$ cat config.mk
export PLATFORM = sky130hd
export DESIGN_NAME = msrh_brtag_alloc_ctrl
export DESIGN_NICKNAME = d
export VERILOG_FILES = /design/src/rtl/msrh_pkg.sv /design/src/rtl/msrh_brtag_age_mask.sv /design/src/rtl/msrh_brtag_alloc_ctrl.sv
export SDC_FILE = /design/constraint.sdc
export NUM_CORES = 1
export LEC_CHECK = 0
export ABC_AREA = 1
export CAP_MARGIN = 5
export CORE_AREA = 8 8 150 110
export DETAILED_ROUTE_END_ITERATION = 10
export DIE_AREA = 0 0 158 118
export PLACE_DENSITY_LB_ADDON = 0.1
export SKIP_LAST_GASP = 1
export SYNTH_ARGS = -nofsm -noshare
export SYNTH_HDL_FRONTEND = slang
export SYNTH_SLANG_ARGS = --single-unit
$ cat constraint.sdc
create_clock -name i_clk -period 5.9 [get_ports i_clk]
set_input_delay 0.59 -clock i_clk [delete_from_list [all_inputs] [get_ports i_clk]]
set_output_delay 0.59 -clock i_clk [all_outputs]
set_load 0.005 [all_outputs]
$ cat src/rtl/msrh_pkg.sv
// Shared types for the branch-tag allocator: tag/pointer widths and FSM states.
// Default sizes mirror the core configuration (16 snapshot slots, 5-wide dispatch).
package msrh_pkg;
  localparam int RV_BRU_ENTRY_SIZE = 16;
  localparam int CONF_DISP_SIZE    = 5;
  localparam int BRTAG_W           = $clog2(RV_BRU_ENTRY_SIZE);

  typedef logic [BRTAG_W-1:0] brtag_t;
  typedef logic [BRTAG_W:0]   brtag_ptr_t;

  typedef enum logic {
    ST_NORMAL  = 1'b0,
    ST_RESTORE = 1'b1
  } brtag_state_t;
endpackage

$ cat src/rtl/msrh_brtag_age_mask.sv
// Marks the valid snapshot slots that are younger than a given tag, using tail-relative age.
// Also returns the tag's own age so the caller can rebuild the head pointer.
module msrh_brtag_age_mask
  import msrh_pkg::*;
#(
  parameter  int ENTRY_SIZE = RV_BRU_ENTRY_SIZE,
  localparam int TAG_W      = $clog2(ENTRY_SIZE),
  localparam int PTR_W      = TAG_W + 1
) (
  input  logic [PTR_W-1:0]      tail,
  input  logic [PTR_W-1:0]      head,
  input  logic [TAG_W-1:0]      tag,
  input  logic [ENTRY_SIZE-1:0] valid,
  output logic [ENTRY_SIZE-1:0] mask,
  output logic [TAG_W-1:0]      tag_age
);

  logic [PTR_W-1:0] occupancy;
  logic [TAG_W-1:0] slot_age;

  always_comb begin
    occupancy = head - tail;
    tag_age   = tag - tail[TAG_W-1:0];
    slot_age  = '0;
    mask      = '0;
    for (int j = 0; j < ENTRY_SIZE; j++) begin
      slot_age = TAG_W'(j) - tail[TAG_W-1:0];
      mask[j]  = valid[j] && (slot_age > tag_age) && ({1'b0, slot_age} < occupancy);
    end
  end

endmodule

$ cat src/rtl/msrh_brtag_alloc_ctrl.sv
// Branch-tag allocator: hands out snapshot slots in dispatch order, retires them in order,
// and sequences the one-cycle rename restore on mispredict. Optional MSRH_BRTAG_PERF_CNT_EN adds perf counters.
module msrh_brtag_alloc_ctrl
  import msrh_pkg::*;
#(
  parameter  int ENTRY_SIZE = RV_BRU_ENTRY_SIZE,
  parameter  int DISP_SIZE  = CONF_DISP_SIZE,
  localparam int TAG_W      = $clog2(ENTRY_SIZE),
  localparam int PTR_W      = TAG_W + 1,
  localparam int CNT_W      = $clog2(DISP_SIZE + 1)
) (
  input  logic                 i_clk,
  input  logic                 i_reset,
  input  logic                 i_flush,
  input  logic [DISP_SIZE-1:0] i_disp_valid,
  input  logic [DISP_SIZE-1:0] i_disp_is_br,
  output logic                 o_disp_ready,
  output logic [TAG_W-1:0]     o_brtag [DISP_SIZE],
  output logic [DISP_SIZE-1:0] o_snap_load,
  input  logic                 i_br_upd_valid,
  input  logic [TAG_W-1:0]     i_br_upd_brtag,
  input  logic                 i_br_upd_mispredict,
  output logic                 o_restore_valid,
  output logic [TAG_W-1:0]     o_restore_brtag,
  output logic [PTR_W-1:0]     o_free_count
`ifdef MSRH_BRTAG_PERF_CNT_EN
  ,
  output logic [31:0]          o_perf_full_stall,
  output logic [31:0]          o_perf_restore,
  output logic [31:0]          o_perf_alloc
`endif
);

  logic [PTR_W-1:0]      head_q, head_d, tail_q, tail_d, occupancy;
  logic [ENTRY_SIZE-1:0] valid_q, valid_d, resolved_q, resolved_d, kill_mask;
  logic [TAG_W-1:0]      restore_tag_q, tag_age, tag_offset, tail_idx;
  logic [DISP_SIZE-1:0]  br_req;
  logic [CNT_W-1:0]      alloc_num;
  logic                  mispredict, retire;
  brtag_state_t          state_q, state_d;

  msrh_brtag_age_mask #(.ENTRY_SIZE(ENTRY_SIZE)) u_age_mask (
    .tail    (tail_q),
    .head    (head_q),
    .tag     (i_br_upd_brtag),
    .valid   (valid_q),
    .mask    (kill_mask),
    .tag_age (tag_age)
  );

  // Tags are handed out densely from head in ascending dispatch-slot order.
  always_comb begin
    br_req     = i_disp_valid & i_disp_is_br;
    alloc_num  = '0;
    tag_offset = '0;
    for (int i = 0; i < DISP_SIZE; i++) begin
      o_brtag[i] = head_q[TAG_W-1:0] + tag_offset;
      tag_offset = tag_offset + TAG_W'(br_req[i]);
      alloc_num  = alloc_num + CNT_W'(br_req[i]);
    end
    occupancy    = head_q - tail_q;
    o_free_count = PTR_W'(ENTRY_SIZE) - occupancy;
    tail_idx     = tail_q[TAG_W-1:0];
    mispredict   = i_br_upd_valid && i_br_upd_mispredict && valid_q[i_br_upd_brtag];
    retire       = valid_q[tail_idx] && resolved_q[tail_idx];
  end

  always_ff @(posedge i_clk) begin
    if (i_reset) state_q <= ST_NORMAL;
    else         state_q <= state_d;
  end

  always_comb begin
    state_d = ST_NORMAL;
    if (!i_flush && mispredict) state_d = ST_RESTORE;
  end

  always_comb begin
    o_restore_valid = (state_q == ST_RESTORE);
    o_restore_brtag = restore_tag_q;
    o_disp_ready    = (state_q == ST_NORMAL) && (32'(o_free_count) >= 32'(alloc_num))
                      && !i_flush && !mispredict;
    o_snap_load     = br_req & {DISP_SIZE{o_disp_ready}};
  end

  // Retire clears after resolve so a slot never leaves stale resolved state behind.
  always_comb begin
    valid_d    = valid_q;
    resolved_d = resolved_q;
    head_d     = head_q;
    tail_d     = tail_q;
    if (i_br_upd_valid && valid_q[i_br_upd_brtag]) resolved_d[i_br_upd_brtag] = 1'b1;
    if (mispredict) begin
      valid_d    = valid_d & ~kill_mask;
      resolved_d = resolved_d & ~kill_mask;
      head_d     = tail_q + PTR_W'(tag_age) + PTR_W'(1);
    end
    if (retire) begin
      valid_d[tail_idx]    = 1'b0;
      resolved_d[tail_idx] = 1'b0;
      tail_d               = tail_q + PTR_W'(1);
    end
    if (o_disp_ready) begin
      for (int i = 0; i < DISP_SIZE; i++) begin
        if (br_req[i]) begin
          valid_d[o_brtag[i]]    = 1'b1;
          resolved_d[o_brtag[i]] = 1'b0;
        end
      end
      head_d = head_q + PTR_W'(alloc_num);
    end
  end

  always_ff @(posedge i_clk) begin
    if (i_reset || i_flush) begin
      head_q     <= '0;
      tail_q     <= '0;
      valid_q    <= '0;
      resolved_q <= '0;
    end else begin
      head_q     <= head_d;
      tail_q     <= tail_d;
      valid_q    <= valid_d;
      resolved_q <= resolved_d;
    end
  end

  always_ff @(posedge i_clk) begin
    if (i_reset)                     restore_tag_q <= '0;
    else if (mispredict && !i_flush) restore_tag_q <= i_br_upd_brtag;
  end

`ifdef MSRH_BRTAG_PERF_CNT_EN
  logic [31:0] full_stall_q, restore_q, alloc_q;
  logic [32:0] alloc_sum;

  assign alloc_sum = {1'b0, alloc_q} + 33'(alloc_num);

  // A full stall is a cycle where only the lack of free slots held the group back.
  always_ff @(posedge i_clk) begin
    if (i_reset) begin
      full_stall_q <= '0;
      restore_q    <= '0;
      alloc_q      <= '0;
    end else begin
      if (state_q == ST_NORMAL && !i_flush && !mispredict && !o_disp_ready && full_stall_q != '1)
        full_stall_q <= full_stall_q + 32'd1;
      if (state_q == ST_RESTORE && restore_q != '1)
        restore_q <= restore_q + 32'd1;
      if (o_disp_ready)
        alloc_q <= alloc_sum[32] ? '1 : alloc_sum[31:0];
    end
  end

  assign o_perf_full_stall = full_stall_q;
  assign o_perf_restore    = restore_q;
  assign o_perf_alloc      = alloc_q;
`endif

endmodule

-- Word level (Yosys, flattened, before mapping)
Index checks and enable logic that the tools add are counted.
Widths: inputs -> output; s select.
- word-level logic and storage cells: 211
- register bits: 47
- bits of input ports: 19
- output and inout bits: 36
- magnitude comparators: 47
- add/subtract/negate cells: 34
- mux-type cells: 48
- bitwise logic cells: 25
- reductions and logical operators: 51
- operator list (kind ; number):
    $mux 16 ; 25
    $and 16x16->16 ; 9
    $not 16->16 ; 7
    $or 16x16->16 ; 6
    $lt 4x5->1 ; 16
    $gt 4x4->1 ; 16
    $logic_and 1x1->1 ; 47
    $lt 4x5->1 const B ; 7
    $sub 4x4->4 const A ; 8
    $demux 1 s4 ; 7
    $ge 4x1->1 const B ; 7
    $sub 3x4->4 const A ; 4
    $bmux 1 s4 ; 3
    $mux 1 ; 11
    $add 5x1->5 const B ; 2
    $and 5x5->5 ; 2
    $mux 5 ; 2
    $sub 1x4->4 const A ; 2
    $sub 2x4->4 const A ; 2
    $add 2x1->3 ; 2
    $add 3x1->3 ; 2
    $add 5x3->5 ; 1
    $add 5x4->5 ; 1
    $ge 5x3->1 ; 1
    13 further kinds ; 15

-- Logic depth before layout (Yosys ltp)
Gate-level depths: netlist (run 1).
- depth after elaboration: 25
- mapped depth: 20
- gate-level depth less buffers: 19

-- Cells and area by module
A second synthesis (run 1) with hierarchy kept.
- cells, all modules: 1205
- area, all modules: 7178.1 sq um
- modules (own cells, without submodules) (module ; seq. area each (sq um) ; cells an instance ; instances ; area an instance (sq um)):
    msrh_brtag_alloc_ctrl ; 940.9 ; 834 ; 1 ; 4927.2
    msrh_brtag_age_mask ; 0.0 ; 371 ; 1 ; 2250.9

-- Worst setup path before layout (run 1)
Ideal clock, no wire load.
- path type: input to output
- start: in i_disp_valid[0]
- end: out o_disp_ready
- buffers on the path: 1
- path slack: 1.967 ns
- stages on the path: 17
- required time: 5.310 ns
- arrival time: 3.343 ns
- path through: nand2_1 clkinv_1 fa_1 inv_1 fa_1 inv_1 ha_1 inv_1 ha_1 o21ai_0 nand2_1 a21o_1 nor2_1 nand2_2 nand3_4 inv_4 buf_12
- cells in the longest elaborated chain, start to end: 9
- ends and longest elaborated chain (element ; line ; text):
    start: declaration ; msrh_brtag_alloc_ctrl.sv:15 ; input logic [DISP_SIZE-1:0] i_disp_valid,
    $and 5x5->5 ; msrh_brtag_alloc_ctrl.sv:53 ; br_req = i_disp_valid & i_disp_is_br;
    $add 1x1->2 ; msrh_brtag_alloc_ctrl.sv:59 ; alloc_num = alloc_num + CNT_W'(br_req[i]);
    $add 2x1->3 ; msrh_brtag_alloc_ctrl.sv:59 ;
    $add 3x1->3 (2 in a row) ; msrh_brtag_alloc_ctrl.sv:59 ;
    $ge 5x3->1 ; msrh_brtag_alloc_ctrl.sv:81 ; o_disp_ready = (state_q == ST_NORMAL) && (32'(o_free_count) >= 32'(alloc_num))
    $logic_and 1x1->1 ; msrh_brtag_alloc_ctrl.sv:81 ;
    $logic_and 1x1->1 (2 in a row) ; msrh_brtag_alloc_ctrl.sv:82 ; && !i_flush && !mispredict;
    end: declaration ; msrh_brtag_alloc_ctrl.sv:17 ; output logic o_disp_ready,
No other way between the ends.

-- Worst setup path after layout (run 1)
Same ends and word-level chain as after synthesis.

==> results_dict.tcl, run 1 <==
set metrics [dict create \
    avgSynthCellArea_sq_um 6.00 \
    rrSetupSlack_ns 2.12 \
    grt_max_degree 25 \
    vias 7025 \
    p_leak_nw 3.78 \
    cts_hold_buffers 0 \
    clock-sinks 47 \
    ys_ff_latch 47 \
    hp-start "o_restore_brtag[1]$_SDFFE_PP0P_" \
    synth-edff-count 0 \
    syn_to_final_growth_pct 12.1 \
    synth-seq-area-share_pct 14.1 \
    drv_slew 0 \
    critical_path_class "in -> out" \
    grt_pass1_vias 6359 \
    ioPinCount 55 \
    cts_root_buf "clkbuf_16" \
    ys_types 44 \
    rows 37 \
    tns_ns 0 \
    synth_ff_type "dfxtp_1" \
    diodes 0 \
    rsz0062_at_grt "false" \
    port_buffers 54 \
    min_to "o_restore_brtag[1]$_SDFFE_PP0P_" \
    syn_inst 1111 \
    fp.dieH_um 118 \
    final_cell_area_sq_um 7470 \
    layout_setup_ws_ns 1.01 \
    die_w_um 158 \
    path_clk_slew_ns 0.07 \
    hpwl_um 17600 \
    postCtsSetupBuffers 0 \
    place_area_sq_um 7320 \
    dpl_worst_slack_ns 0.975 \
    end_kind "output pin" \
    status "finished clean" \
    grt_pass1_wl_um 34700 \
    final_util_pct 52.4 \
    max_freq_mhz 204 \
    core_area_sq_um 14300 \
    grtUsageTotal_pct 23.5 \
    clk_path_buf_depth 2 \
    tritoncts "yes" \
    firstDrtPassIters 9 \
    grt_overflow 0 \
    rr_worst_depth 14 \
    antenna_found_initial 0 \
    die-area_sq_um 18600 \
    finalSetupViolations 0 \
    async_flop_share_pct 0 \
    peakVddDrop_uv 187 \
    cts_buffers 5 \
    synth.net_count 1231 \
    clock_skew_ns 0.0120 \
    fin_crit_ns 4.89 \
    r2r_start "tail_q[2]$_SDFFE_PP0P_" \
    holdPathStages 4 \
    routed_wl_um 22000 \
    worst_pin_slew_ns 0.889 \
    arrival_ns 4.30 \
    detail_route.vias_per_cell 5.20 \
    cts-htree-levels 2 \
    synth_area_sq_um 6670 \
    drt_iter0_drc 739 \
    hp-class "reg -> reg" \
    layout-drive-gt1-share_pct 5.02 \
    drv_cap 0 \
    relSlewSlack_pct 40.6 \
    r2r_end "valid_q[7]$_SDFF_PP0_" \
    insertion_delay_ns 0.30 \
    min_period_over_period_pct 82.9 \
    cp_max_fo 15 \
    start_util_pct 46.8 \
    crit_path_start "i_disp_valid[0]" \
    gp_congestion 1.05 \
    nNetsFinal 1274 \
    cts.repair.resized 0 \
    required_ns 5.31 \
    yosysWarnings 0 \
    fillers 1531 \
    finalHoldViolCount 0 \
    ant_nets 0 \
    start_kind "input pin" \
    wire_per_inst_um 16.3 \
    pwr_density_cell_nw_per_um2 160 \
    drc 0 \
]
worst max path at each step:
stage                    to  slack (ns)  cells after the start
2_1_floorplan  o_disp_ready        1.97                     17
3_3_place_gp   o_disp_ready        1.02                     18
3_5_place_dp   o_disp_ready        0.97                     18
4_1_cts        o_disp_ready        0.96                     18
5_1_grt        o_disp_ready        0.74                     18
6_report       o_disp_ready        1.01                     18
logic make-up (layout without fill, tap and decap cells):
logic type                 count (synthesis)  in the layout  synth area share [%]
and+or+nand+nor                          619            619                  39.3
buffers and inverters                    209            253                  13.2
AOI/OAI and AO/OA                        115            115                  10.4
adders and majority gates                101            101                  20.2
DFF                                       47             47                  14.1
xor gates and xnor gates                  20             20                  2.74
registers in the layout (all words and copies together), names as in the netlist:
name	count
tail_q	5
head_q	5
o_restore_valid	1
resolved_q	16
valid_q	16
o_restore_brtag	4
routing by layer:
layer / wire, um / GRT usage (%)
met1: 11000 / 37.0
met2: 8530 / 32.6
met3: 2270 / 3.60
met5: 0 / 0
met4: 173 / 3.76
power by group:
part,internal (mW),switching (mW)
Combinational,0.205,0.339
Sequential,0.323,0.0140
Clock,0.162,0.151
worst max-delay path, stage by stage:
cell and delay (ns):
clkdlybuf4s50_1 0.40, nand2_1 0.19, clkinv_1 0.17, fa_1 0.55
inv_1 0.06, fa_1 0.41, inv_1 0.06, ha_1 0.20
inv_1 0.06, ha_1 0.26, o21ai_0 0.07, nand2_1 0.06
a21o_1 0.10, nor2_1 0.04, nand2_2 0.10, nand3_4 0.19
inv_4 0.24, clkdlybuf4s50_1 0.54
cell usage in the layout (no fill, tap or decap), types with 9 or more instances in the layout:
cell type and n:
nand2_1 343, inv_1 174, nor2_1 104, nand3_1 101, ha_1 90, clkdlybuf4s50_1 54
dfxtp_1 47, a21oi_1 43, o21ai_0 29, nor3_1 24, xor2_1 16, nand4_1 16
o21bai_1 16, nand2_2 15, fa_1 11, a21oi_2 9
per-stage QoR:
stage | std cells | hold slack, ns | total power, mW
final | 1350 | 0.511 | 1.19
after CTS | 1350 | 0.516 | 1.20
after global placement | 1342 | 0.498 | 0.878
after global routing | 1350 | 0.529 | 1.28
after detailed placement | 1342 | 0.504 | 0.882
after floorplan | 1111 | 0.474 | 0.702
cells in the mapped netlist, drive strengths merged, types with 20 or more instances:
| cell type | count | area share (%) |
|---|---|---|
| nand2 | 358 | 21 |
| inv | 181 | 10 |
| nor2 | 110 | 6.5 |
| nand3 | 103 | 8.0 |
| ha | 90 | 17 |
| a21oi | 52 | 4.4 |
| dfxtp | 47 | 14 |
| o21ai | 34 | 2.8 |
| nor3 | 24 | 1.8 |
| buf | 20 | 2.5 |
layout make-up:
class | instances | area [sq um] | area share [%]
clock buffer | 5 | 125 | 1.67
clock inverter | 3 | 27.5 | 0.368
multi-input combinational | 855 | 4840 | 64.8
tap | 195 | 244 | 3.26
inverter | 184 | 698 | 9.34
timing repair buffer | 61 | 593 | 7.94
sequential | 47 | 941 | 12.6
Note: power is estimated with default switching activity, not from simulation.
==> run 2, diff against run 1 <==
==> constraint.sdc (replaced) <==
create_clock -name i_clk -period 5.1 [get_ports i_clk]
set_input_delay 0.51 -clock i_clk [delete_from_list [all_inputs] [get_ports i_clk]]
set_output_delay 0.51 -clock i_clk [all_outputs]
set_load 0.005 [all_outputs]
==> run 2 against run 1 <==
  * Largest power group unchanged
  * Design area increased by 0.87%
  * Highest routed layer unchanged
  * Power grew 16%
  * Die area stayed put
  * First-iteration DRC count shrank 4.5%
  * Hold slack improved by 0.0015 ns
  * Combinational power rose by 19%
==> results_dict.tcl, run 2 (same netlist as run 1, synthesis figures left out) <==
set metrics [dict create \
    finalSetupViolations 0 \
    clk_path_buf_depth 2 \
    tritoncts "yes" \
    die_w_um 158 \
    hp-class "reg -> reg" \
    routed_wl_um 22400 \
    grt_max_degree 25 \
    drv_cap 0 \
    rsz0062_at_grt "false" \
    ant_nets 0 \
    max_freq_mhz 214 \
    crit_buf_inv 6 \
    detail_route.vias_per_cell 5.21 \
    antenna_found_initial 0 \
    start_kind "input pin" \
    power_frac_clock_pct 25.8 \
    layout-drive-gt1-share_pct 5.76 \
    fp.dieH_um 118 \
    p_leak_nw 3.83 \
    finalHoldViolCount 0 \
    p_comb_share_pct 46.6 \
    power_mw 1.39 \
    reg_top3 "resolved_q: 16 flops, valid_q: 16 flops" \
    drt_iter0_drc 706 \
    p_seq_share_pct 27.6 \
    relSlewSlack_pct 39.3 \
    path_clk_slew_ns 0.07 \
    cp_max_fo 11 \
    cts_hold_buffers 0 \
    hpwl_um 18000 \
    port_buffers 54 \
    grt_overflow 0 \
    diodes 0 \
    critPathTopFamily "adder cells" \
    arrival_ns 4.17 \
    p_int_mw 0.805 \
    min_period_over_period_pct 91.8 \
    switching_share_pct 42.1 \
    start_util_pct 46.8 \
    critPathSlowestCell "fa_1" \
    nNetsFinal 1283 \
    tns_ns 0 \
    rows 37 \
    drv_slew 0 \
    pwr_density_cell_nw_per_um2 184 \
    insertion_delay_ns 0.30 \
    max_stage_delay_ns 0.57 \
    required_ns 4.59 \
    status "finished clean" \
    grt_pass1_vias 6487 \
    cts.repair.resized 0 \
    end_kind "output pin" \
    clock_skew_ns 0.00403 \
    syn_to_final_growth_pct 13.0 \
    firstDrtPassIters 6 \
    peakVddDrop_uv 113 \
    ioPinCount 55 \
    power.switching_mw 0.585 \
    critical_path_class "in -> out" \
    gp_congestion 1.02 \
    drc 0 \
    clock-sinks 47 \
    wire_per_inst_um 16.5 \
    cts_root_buf "clkbuf_16" \
    cts_buffers 5 \
    worst_pin_slew_ns 0.909 \
    grtUsageTotal_pct 24.0 \
    vias 7076 \
    fin_crit_ns 4.68 \
    mostFrequentLayoutCell "nand2_1" \
    postCtsSetupBuffers 0 \
    die-area_sq_um 18600 \
    grt_pass1_wl_um 35300 \
    crit_chain "clkdlybuf4s50_1, nand2_1, clkinv_1, fa_1, inv_1, fa_1, inv_1, ha_1, inv_1, ha_1, o21ai_0, nand2_1, a21o_1, nor2_1, nand2_2, nand3_4, nor2_1, clkdlybuf4s50_1" \
    final_cell_mix "343 x nand2_1, 174 x inv_1, 104 x nor2_1, 101 x nand3_1, 90 x ha_1" \
    core_area_sq_um 14300 \
    cpMostUsedCell "inv_1" \
    cts-htree-levels 2 \
]
-- run 2: changes by cell type in the layout (fill, tap and decap cells not counted) --
cell	change
inv_6	+1
inv_8	-1
buf_4	+9
-- run 2: final timing paths --
kind	start	end	slack, ns	cells past startpoint
worst max-delay path	i_disp_valid[0]	o_snap_load[2]	0.42	18
worst min-delay path	o_restore_brtag[1]$_SDFFE_PP0P_	o_restore_brtag[1]$_SDFFE_PP0P_	0.51	4
worst max register to register	tail_q[1]$_SDFFE_PP0P_	resolved_q[13]$_SDFF_PP0_	1.49	18
worst min register to register	o_restore_brtag[1]$_SDFFE_PP0P_	o_restore_brtag[1]$_SDFFE_PP0P_	0.51	4
-- run 2: through the flow --
stage          instance area, sq um  utilization, %  std cells  setup slack, ns  hold slack, ns
5_1_grt                        7540            52.9       1359            0.192           0.538
4_1_cts                        7540            52.9       1359            0.389           0.516
3_3_place_gp                   7390            51.8       1351            0.457           0.497
3_5_place_dp                   7390            51.8       1351            0.388           0.506
2_1_floorplan                  6670               -       1111             1.33           0.474
6_report                       7540            52.9       1359            0.417           0.512
-- run 2: metal layers --
metal | part of all wire [%] | wire [um] | track usage [%] | vias up
met2 | 40 | 8980 | 34.3 | 310
met3 | 10 | 2340 | 3.67 | 20
li1 | - | - | - | 3601
met5 | 0 | 0 | 0 | -
met1 | 48 | 10800 | 37.2 | 3145
met4 | 1.1 | 256 | 3.64 | 0
-- run 2: area by class of cell --
cell class / count / area [sq um]
clock buffers: 5 / 125
clock inverters: 3 / 25.0
fillers: 1530 / 6720
inverters: 184 / 698
multi-input cells: 855 / 4840
flip-flops and latches: 47 / 941
well taps: 195 / 244
repair buffers: 70 / 661
-- run 2: worst register-to-register path: stages, from the launching register on --
cell,delay [ns]
dfxtp_1,0.31
buf_4,0.28
inv_2,0.04
buf_4,0.22
fa_1,0.46
inv_1,0.08
nand2_1,0.08
nand2_1,0.37
xor2_1,0.18
inv_1,0.08
ha_1,0.28
a21o_1,0.11
nor2_1,0.05
nand2_2,0.10
nand3_4,0.21
inv_4,0.12
buf_4,0.25
nand2_1,0.12
and2_1,0.17
-- run 2: power groups by stage --
stage,registers [mW],clock network [mW],logic [mW]
after floorplan,0.391,0,0.421
after global placement,0.392,0,0.641
after detailed placement,0.392,0,0.641
after CTS,0.383,0.363,0.644
after global routing,0.385,0.375,0.726
final,0.383,0.358,0.648
==> run 3, diff against run 2 <==
--- a/config.mk
+++ b/config.mk
@@ -11,7 +11,9 @@
 export DETAILED_ROUTE_END_ITERATION = 10
 export DIE_AREA = 0 0 158 118
 export PLACE_DENSITY_LB_ADDON = 0.1
+export RECOVER_POWER = 25
 export SKIP_LAST_GASP = 1
+export SLEW_MARGIN = 20
 export SYNTH_ARGS = -nofsm -noshare
 export SYNTH_HDL_FRONTEND = slang
 export SYNTH_SLANG_ARGS = --single-unit
==> run 3 against run 2 <==
  * Wire length rose by 0.17%
  * Via count barely moved
  * Fmax fell by 0.14%
  * Largest cell class unchanged
  * Final cell count did not move
  * Clock-buffer cell count did not move
  * Critical path type unchanged
==> results_dict.tcl, run 3 (same netlist as run 1, synthesis figures left out) <==
set metrics [dict create \
    status "finished clean" \
    hp-class "reg -> reg" \
    reg_top3 "resolved_q: 16 flops, valid_q: 16 flops" \
    pwr_density_cell_nw_per_um2 185 \
    p_comb_share_pct 46.5 \
    postCtsSetupBuffers 0 \
    ant_nets 0 \
    r2r_start "head_q[1]$_SDFFE_PP0P_" \
    crit_end "o_snap_load[2]" \
    rr_worst_depth 16 \
    ioPinCount 55 \
    layout-drive-gt1-share_pct 4.98 \
    crit_chain "clkdlybuf4s50_1, nand2_1, clkinv_1, fa_1, inv_1, fa_1, inv_1, ha_1, inv_1, ha_1, o21ai_0, nand2_1, a21o_1, nor2_1, nand2_2, nand3_4, nor2_1, clkdlybuf4s50_1" \
    antenna_found_initial 0 \
    insertion_delay_ns 0.30 \
    required_ns 4.59 \
    relSlewSlack_pct 34.4 \
    syn_to_final_growth_pct 12.6 \
    finalHoldViolCount 0 \
    crit_buf_inv 6 \
    min_period_over_period_pct 92.0 \
    dp.cells 1351 \
    critPathTopFamily "adder cells" \
    core_area_sq_um 14300 \
    cts_buffers 5 \
    die_w_um 158 \
    grtUsageMet2_pct 34.3 \
    diodes 0 \
    nNetsFinal 1283 \
    rsz0062_at_grt "false" \
    cp.depth 18 \
    tns_ns 0 \
    critPathSlowestCell "fa_1" \
    fillers 1536 \
    detail_route.vias_per_cell 5.21 \
    routed_wl_um 22400 \
    mostFrequentLayoutCell "nand2_1" \
    clock_skew_ns 0.00547 \
    cts_root_buf "clkbuf_16" \
    power_mw 1.39 \
    path_clk_slew_ns 0.07 \
    multi_input_area_sq_um 4830 \
    critical_path_class "in -> out" \
    whs_ns 0.507 \
    crit_path_start "i_disp_valid[0]" \
    drv_slew 0 \
    cpMostUsedCell "inv_1" \
    grt_overflow 0 \
    peakVddDrop_uv 115 \
    dpl_worst_slack_ns 0.388 \
    layout.cells.non_filler 1359 \
    seqCellArea_sq_um 941 \
    cp_max_fo 11 \
    vias 7082 \
    fp.dieH_um 118 \
    place_area_sq_um 7390 \
    switching_share_pct 42.3 \
    grt_pass1_vias 6487 \
    end_kind "output pin" \
    power_frac_clock_pct 26.0 \
    tritoncts "yes" \
    rrSetupSlack_ns 1.32 \
    power.switching_mw 0.588 \
    die-area_sq_um 18600 \
    layout_setup_ws_ns 0.410 \
    p_leak_nw 3.83 \
    grt_use_met1_pct 37.2 \
    firstDrtPassIters 5 \
    cts_hold_buffers 0 \
    cts-htree-levels 2 \
    clk_path_buf_depth 2 \
    rows 37 \
    start_kind "input pin" \
    max_freq_mhz 213 \
    clock-sinks 47 \
    wire_per_inst_um 16.5 \
    r2r_end "resolved_q[13]$_SDFF_PP0_" \
    grtUsageMet3_pct 3.67 \
    fin_crit_ns 4.69 \
    gp_congestion 1.02 \
    drc 0 \
    grt_pass1_wl_um 35300 \
    grt_max_degree 25 \
    finalSetupViolations 0 \
    busiest_layer "met1" \
    final_util_pct 52.7 \
    final_cell_mix "344 x nand2_1, 176 x inv_1, 105 x nor2_1, 101 x nand3_1, 90 x ha_1" \
    p_int_mw 0.801 \
    start_util_pct 46.8 \
    hpwl_um 18000 \
    final_cell_area_sq_um 7510 \
    arrival_ns 4.18 \
    worst_pin_slew_ns 0.984 \
    drt_iter0_drc 728 \
    cts.repair.resized 0 \
    max_stage_delay_ns 0.57 \
    p_seq_share_pct 27.6 \
    drv_cap 0 \
    port_buffers 54 \
    grtUsageTotal_pct 24.0 \
]
run 3: cell types whose count changed in the layout (fill, tap and decap cells not counted), moves of 2 or more:
cell	previous run	this run
clkdlybuf4s50_1	54	46
dlygate4sd3_1	0	8
buf_4	16	12
clkbuf_1	0	4
inv_1	174	176
inv_2	6	4
run 3: power by group through the flow:
stage,sequential (mW),combinational (mW),clock [mW]
finish,0.383,0.645,0.360
global route,0.384,0.721,0.375
CTS,0.383,0.644,0.363
detailed placement,0.392,0.641,0
global placement,0.392,0.641,0
floorplan,0.391,0.421,0
run 3: final cells by class:
type | instances | area share, %
Clock inverter | 3 | 0.333
Tap cell | 195 | 3.25
Clock buffer | 5 | 1.67
Inverter | 184 | 9.30
Timing Repair Buffer | 70 | 8.60
Multi-Input combinational cell | 855 | 64.3
Sequential cell | 47 | 12.5
run 3: worst reg2reg max path, stage by stage, from the launching register on:
cell,delay [ns]
dfxtp_1,0.31
clkbuf_1,0.73
fa_1,0.54
inv_1,0.22
ha_1,0.19
inv_1,0.05
xor2_1,0.14
inv_1,0.08
ha_1,0.28
a21o_1,0.11
nor2_1,0.05
nand2_2,0.11
nand3_4,0.21
inv_4,0.13
buf_4,0.25
nand2_1,0.12
and2_1,0.17
run 3: worst min-delay path by stage:
stage / startpoint / to / slack (ns) / cells past startpoint
after global placement: valid_q[13]$_SDFF_PP0_ / valid_q[13]$_SDFF_PP0_ / 0.50 / 2
after global routing: valid_q[3]$_SDFF_PP0_ / valid_q[3]$_SDFF_PP0_ / 0.54 / 2
final: o_restore_brtag[1]$_SDFFE_PP0P_ / o_restore_brtag[1]$_SDFFE_PP0P_ / 0.51 / 4
after detailed placement: o_restore_brtag[1]$_SDFFE_PP0P_ / o_restore_brtag[1]$_SDFFE_PP0P_ / 0.51 / 4
after CTS: o_restore_brtag[1]$_SDFFE_PP0P_ / o_restore_brtag[1]$_SDFFE_PP0P_ / 0.52 / 4
after floorplan: valid_q[5]$_SDFF_PP0_ / valid_q[5]$_SDFF_PP0_ / 0.47 / 2
run 3: routing by layer:
| metal | routed length, um | share of wire, % |
|---|---|---|
| met5 | 0 | 0 |
| met4 | 242 | 1.1 |
| met3 | 2320 | 10 |
| met2 | 8940 | 40 |
| met1 | 10900 | 49 |
==> variant 1, RTL diff (flow settings as in run 2) <==
`CONF_DISP_SIZE`: 5 -> 6.
--- a/src/rtl/msrh_pkg.sv
+++ b/src/rtl/msrh_pkg.sv
@@ -2,7 +2,7 @@
 // Default sizes mirror the core configuration (16 snapshot slots, 5-wide dispatch).
 package msrh_pkg;
   localparam int RV_BRU_ENTRY_SIZE = 16;
-  localparam int CONF_DISP_SIZE    = 5;
+  localparam int CONF_DISP_SIZE    = 6;
   localparam int BRTAG_W           = $clog2(RV_BRU_ENTRY_SIZE);
 
   typedef logic [BRTAG_W-1:0] brtag_t;
Ports: changed (resized i_disp_is_br, i_disp_valid, o_brtag and o_snap_load); port bits go from 55 to 62. The function was not compared with the original's and may differ.
==> variant 1 against run 2 <==
  * Routed wire length rose by 7.6%
  * Fmax down 5.7%
  * Area after synthesis grew 7.2%
  * Register-to-register slack worse by 0.33 ns
  * Clock skew up 0.0036 ns
  * Total power rose by 24%
  * Sequential cell count did not move
  * Count of clock-buffer cells in the layout unchanged
  * Critical path type unchanged
  * Worst setup slack worse by 0.28 ns
  * Core utilization is 4.6 points higher
  * Final area up 8.7%
==> variant 1: results (changes against run 2) <==
The buffer levels on the longest clock path is 2 (unchanged). The largest registers in the layout are resolved_q x16, valid_q x16. The global router's overall resource usage was 0.260 (+0.0192). The synthesized net count came out at 1335 (+8.4%). The unique cell type count in the Yosys netlist came out at 41 (-6.8%). The worst reg2reg path depth came out at 20 (+2). The worst register-to-register path ends at resolved_q[6]. The internal portion of total power is 947 uW (+18%).

The peak supply drop is 0.145 mV (+28%). The maximum number of pins on one net before global-route repair is 25 (unchanged). The number of port buffers was 61 (+13%). The launch instance of the worst min-delay path is o_restore_brtag[1].

After synthesis, the cell types taking the most area are sky130_fd_sc_hd__nand2_1, sky130_fd_sc_hd__ha_1, sky130_fd_sc_hd__dfxtp_1. The fraction of synthesized cell area in xor and xnor cells is 0.0287 (+0.00131). The routed length per instance is 16.4 um (-0.67%). For hold timing, the worst endpoint is o_restore_brtag[1].

The critical path's largest stage delay came out at 0.56 ns. The run finished with clean final reports. The worst hold path depth is 4 (unchanged). The pre-CTS setup slack came out at 0.0359 ns (-0.352 ns). The number of CTS-inserted buffers came out at 5 (unchanged). The relative slew slack came out at 0.326 (-0.0671). The area fraction in compound gates after synthesis came out at 0.0915 (-0.0126).

The classification of the worst-slack hold path is reg -> reg. The length of the first detailed-routing pass in iterations came to 6 (unchanged). The worst endpoint data arrival time came to 4.45 ns (+0.28 ns). The total DRC errors in the routed layout is 0 (unchanged). The routability-driven placement congestion ratio came out at 0.963 (-5.6%).

The leakage power figure came out at 0.00420 uW (+9.8%). The post-detailed-route via-to-cell ratio came out at 5.30 (+1.7%). The commonest cells after synthesis are sky130_fd_sc_hd__nand2_1, sky130_fd_sc_hd__inv_1, sky130_fd_sc_hd__nand3_1. Among all flip-flop cells after synthesis, the most frequent one is sky130_fd_sc_hd__dfxtp_1. The depth of the CTS H-tree came out at 2 (unchanged).

The slack of the worst reg-to-reg path came out at 1.16 ns (-0.33 ns). The net total in the final layout was 1402 (+9.3%). The number of fill cells in the layout is 1538 (+0.52%). The detailed router's first-iteration violation count came out at 864 (+22%). The proportion of synthesized chip area in sequential cells came to 0.132 (-0.00946). The Yosys warning count came to 0 (unchanged). The post-detailed-placement half-perimeter wirelength came out at 19.7 mm (+9.8%). The slowest stage of the critical path is the sky130_fd_sc_hd__fa_1 cell. The first-pass GRT wire length is 38.2 mm (+8.1%). The worst register-to-register path begins at tail_q[0].

The fraction of layout instances using a drive strength above 1 is 0.0650 (+0.00744). The via count of the first global-routing pass is 7042 (+8.6%). The arithmetic-cell share of the synthesized area counting full adders, half adders and majority gates came out at 0.200 (-0.00233).

The mux contribution to synthesized area is 0 (unchanged). The post-CTS clock slew at the launch and capture registers of the worst setup and hold paths came out at 0.07 ns (about the same). The largest fanout on the critical path was 4 (-7). The later-pin clock latency in the skew report came out at 0.30 ns (about the same).

The library cell used as clock root buffer is sky130_fd_sc_hd__clkbuf_16. The final worst clock skew came to 0.00761 ns (+0.00358 ns).
[variant 1: cell count changes after synthesis, sizes merged, moves of 7 or more]
cell           run 2  this run
inv              181       174
nand2            358       414
nand3            103       135
nand4             16         6
nor2             110       135
o21bai            16         8
[variant 1: metal layers]
layer / up-vias / global-route usage / routed length (um)
met2: 346 / 0.350 / 9200
li1: 3947 / - / -
met1: 3475 / 0.391 / 11600
met5: - / 0 / 0
met4: 0 / 0.0658 / 482
met3: 30 / 0.0697 / 2840
[variant 1: final cells by class]
type                       instances  area (um^2)  share of cell area
inverter                         176          661              0.0806
sequential                        47          941               0.115
multi-input combinational        962         5410               0.659
tap                              195          244              0.0298
clock buffer                       5          125              0.0153
timing repair buffer              84          795              0.0969
clock inverter                     3         27.5             0.00336
[variant 1: worst max-delay path by stage]
stage                                from             end  slack, ns  cells after the start
after floorplan           i_disp_valid[0]  o_snap_load[0]       0.97                     17
after global placement    i_disp_valid[1]  o_snap_load[1]       0.13                     19
after detailed placement  i_disp_valid[1]  o_snap_load[3]       0.04                     19
after CTS                 i_disp_valid[1]  o_snap_load[1]       0.02                     19
after global routing      i_disp_is_br[0]    o_disp_ready      -0.05                     19
final                     i_disp_is_br[0]    o_disp_ready       0.14                     19
[variant 1: kinds of logic (layout without fill, tap and decap cells)]
| group | Yosys count | after routing |
|---|---|---|
| DFF | 47 | 47 |
| and+or+nand+nor | 726 | 726 |
| adders and majority gates | 105 | 105 |
| AOI/OAI and AO/OA | 111 | 111 |
| buffers and inverters | 200 | 268 |
| xor gates and xnor gates | 20 | 20 |
[variant 1: what timing repair did]
action | in CTS | in global routing
hold buffers | 0 | 0
buffers inserted | 0 | 2
resized for setup | 0 | 9
endpoints found under the setup margin | 0 | 6
[variant 1: metrics by stage]
step	instances	hold WS, ns	instance area, um^2	setup TNS [ns]
3_5_place_dp	1462	0.506	8010	0
6_report	1472	0.510	8200	0
5_1_grt	1472	0.558	8200	-0.122
3_3_place_gp	1462	0.497	8010	0
2_1_floorplan	1209	0.473	7150	0
4_1_cts	1470	0.516	8160	0
[variant 1: power by group through the flow]
stage                     Sequential [uW]  Clock (uW)  Combinational [uW]
final                                 386         351                 981
after global routing                  386         369                1100
after detailed placement              393           0                 953
after global placement                393           0                 945
after CTS                             385         354                 958
after floorplan                       396           0                 614
[variant 1: worst register-to-register path, delay by kind of cell, from the launching register on]
family | cells | cell delay, ns
compound gates | 1 | 0.10
fa+ha+maj | 4 | 1.23
xor+xnor | 1 | 0.14
flops | 1 | 0.65
buf+inv | 6 | 0.99
simple gates | 8 | 0.74
==> variant 2, RTL diff (settings of run 2) <==
Made on the original files. Register the output `o_free_count`, without a reset; this adds one clock of latency there. The other outputs are not delayed to match.
--- a/src/rtl/msrh_brtag_alloc_ctrl.sv
+++ b/src/rtl/msrh_brtag_alloc_ctrl.sv
@@ -31,6 +31,8 @@
 `endif
 );
 
+  logic [PTR_W-1:0] o_free_count_d;
+
   logic [PTR_W-1:0]      head_q, head_d, tail_q, tail_d, occupancy;
   logic [ENTRY_SIZE-1:0] valid_q, valid_d, resolved_q, resolved_d, kill_mask;
   logic [TAG_W-1:0]      restore_tag_q, tag_age, tag_offset, tail_idx;
@@ -59,7 +61,7 @@
       alloc_num  = alloc_num + CNT_W'(br_req[i]);
     end
     occupancy    = head_q - tail_q;
-    o_free_count = PTR_W'(ENTRY_SIZE) - occupancy;
+    o_free_count_d = PTR_W'(ENTRY_SIZE) - occupancy;
     tail_idx     = tail_q[TAG_W-1:0];
     mispredict   = i_br_upd_valid && i_br_upd_mispredict && valid_q[i_br_upd_brtag];
     retire       = valid_q[tail_idx] && resolved_q[tail_idx];
@@ -78,7 +80,7 @@
   always_comb begin
     o_restore_valid = (state_q == ST_RESTORE);
     o_restore_brtag = restore_tag_q;
-    o_disp_ready    = (state_q == ST_NORMAL) && (32'(o_free_count) >= 32'(alloc_num))
+    o_disp_ready    = (state_q == ST_NORMAL) && (32'(o_free_count_d) >= 32'(alloc_num))
                       && !i_flush && !mispredict;
     o_snap_load     = br_req & {DISP_SIZE{o_disp_ready}};
   end
@@ -157,5 +159,9 @@
   assign o_perf_alloc      = alloc_q;
 `endif
 
+  always_ff @(posedge i_clk) begin
+    o_free_count <= o_free_count_d;
+  end
+
 endmodule
 
Check against the original RTL: not equivalent (a bounded check fails within 4 cycles, from zero or initial values and one cycle with i_reset high).
==> variant 2 against run 2 <==
  * Area after synthesis is 1.3% higher
  * Clock power is 4% higher
  * Sequential share of layout area is 1.2 points higher
  * Worst hold slack better by 0.0017 ns
  * Routed wire length is 3.3% higher
  * Synthesized cell count is 0.81% higher
  * Final area is 1.2% higher
  * Total power is 6.9% higher
  * Sequential cell count is 5 higher
  * Worst setup slack better by 0.17 ns
  * Global-route usage is 1.1 points higher
  * Largest cell class unchanged
  * Largest power group unchanged
==> variant 2: results (changes against run 2) <==
The run finished with clean final reports. The overflow left after global routing is 0 (unchanged). The maximum number of pins on one net before global-route repair came to 23 (-8.0%). The clock sink total came out at 52 (+11%).

The peak supply drop came out at 0.131 mV (+15%). The startpoint of the lowest-slack register-to-register path is head_q[0]. The worst reg2reg path depth came to 19 (+1). The met3 layer usage reported by global route came out at 0.0818 (+0.0451). The mux contribution to synthesized area is 0 (unchanged). The number of antenna violations at the first check in global routing is 0 (unchanged).

The number of signal-net buffers in the layout came out at 67 (-4.3%). The proportion of synthesized chip area in sequential cells is 0.154 (+0.0130). The Yosys warning count is 0 (unchanged).

The slowest stage of the critical path belongs to the cell sky130_fd_sc_hd__fa_1. The worst hold path belongs to the class reg -> reg. By count the netlist is led by sky130_fd_sc_hd__nand2_1, sky130_fd_sc_hd__inv_1, sky130_fd_sc_hd__nor2_1. The endpoint with the worst hold slack is o_restore_brtag[3].

The post-detailed-placement half-perimeter wirelength came out at 18.5 mm (+3.1%). The reg-to-reg critical path endpoint is valid_q[3]. The total net switching power came out at 616 uW (+5.2%). The worst endpoint data arrival time came out at 4.01 ns (-0.16 ns). For the worst-skew pair, the clock arrives at the later sink with an insertion delay of 0.31 ns. The fraction of layout instances using a drive strength above 1 was 0.0572 (-0.000393). The termination of the worst setup path is o_snap_load[4].

The unique cell type count in the Yosys netlist is 43 (-2.3%). The global router's overall resource usage is 0.251 (+0.0108). The non-clock buffering overhead in the final layout was 0.0836 (-0.00399).

The met2 usage in global routing was 0.340 (-0.00349). The length of the first detailed-routing pass in iterations is 5 (-1). The relative slew slack is 0.341 (-0.0522). The routability-driven placement congestion ratio came to 0.969 (-5.0%). The met1 demand-to-capacity share in global routing is 0.380 (+0.00791).

The slack of the worst reg-to-reg path came to 1.61 ns (+0.12 ns). The area fraction in compound gates after synthesis is 0.110 (+0.00567). The via count of the first global-routing pass is 6485 (-0.031%). The synthesized net count was 1240 (+0.73%). In the final layout, the registers with the most flip-flops are resolved_q x16, valid_q x16. The first-pass GRT wire length was 36.6 mm (+3.6%).

The fraction of synthesized cell area in xor and xnor cells came out at 0.0244 (-0.00295). The launch instance of the worst min-delay path is o_restore_brtag[3]. The arithmetic-cell share of the synthesized area counting full adders, half adders and majority gates is 0.199 (-0.00265).

The routed length per instance came out at 16.9 um (+2.7%). The largest fanout on the critical path came out at 18 (+7). The final worst clock skew is 0.0113 ns (+0.00726 ns). The net total in the final layout came to 1291 (+0.62%).

The detailed router's first-iteration violation count came to 668 (-5.4%). The total via count after detailed routing is 7221 (+2.0%). In the post-synthesis netlist, the biggest area contributors are sky130_fd_sc_hd__nand2_1, sky130_fd_sc_hd__ha_1, sky130_fd_sc_hd__dfxtp_1. The leakage power figure was 0.00383 uW (about the same).

The clock buffer and inverter area fraction after layout came out at 0.0198 (-0.0000712). The area of the multi-input gates came out at 0.00486 mm^2 (+0.23%). The tightest hold margin came out at 0.514 ns (+0.00167 ns). The critical path's largest stage delay came out at 0.57 ns (about the same). The number of multi-input combinational cells in the layout came out at 861 (+0.70%). The number of fill cells in the layout is 1520 (-0.65%). The flip-flop and latch share of the layout cell area came out at 0.136 (+0.0116).
==> variant 2: stage by stage <==
step	setup WS, ns	instances	utilization	total power, uW	area, um^2
finish	0.584	1367	0.535	1490	7630
global route	0.325	1367	0.535	1590	7630
CTS	0.596	1367	0.535	1480	7630
detailed placement	0.602	1359	0.524	1110	7480
global placement	0.627	1359	0.524	1110	7480
floorplan	1.65	1120	-	881	6760
==> variant 2: worst max-delay path: cells and delay by family <==
kind / cells / cell delay [ns]
and+or+nand+nor: 6 / 0.73
adders and majority gates: 4 / 1.43
AOI/OAI and AO/OA: 1 / 0.08
buffers and inverters: 6 / 1.24
==> variant 2: power by group through the flow <==
stage	logic [uW]	registers (uW)	clock network, uW
6_report	674	438	373
5_1_grt	759	441	389
4_1_cts	670	438	375
3_5_place_dp	666	448	0
3_3_place_gp	662	447	0
2_1_floorplan	432	449	0
==> variant 2: per-layer routing <==
metal  share of wire  vias up
met5               0        -
met1            0.49     3250
met2            0.39      302
met4          0.0060        0
met3            0.12       10
li1                -     3659
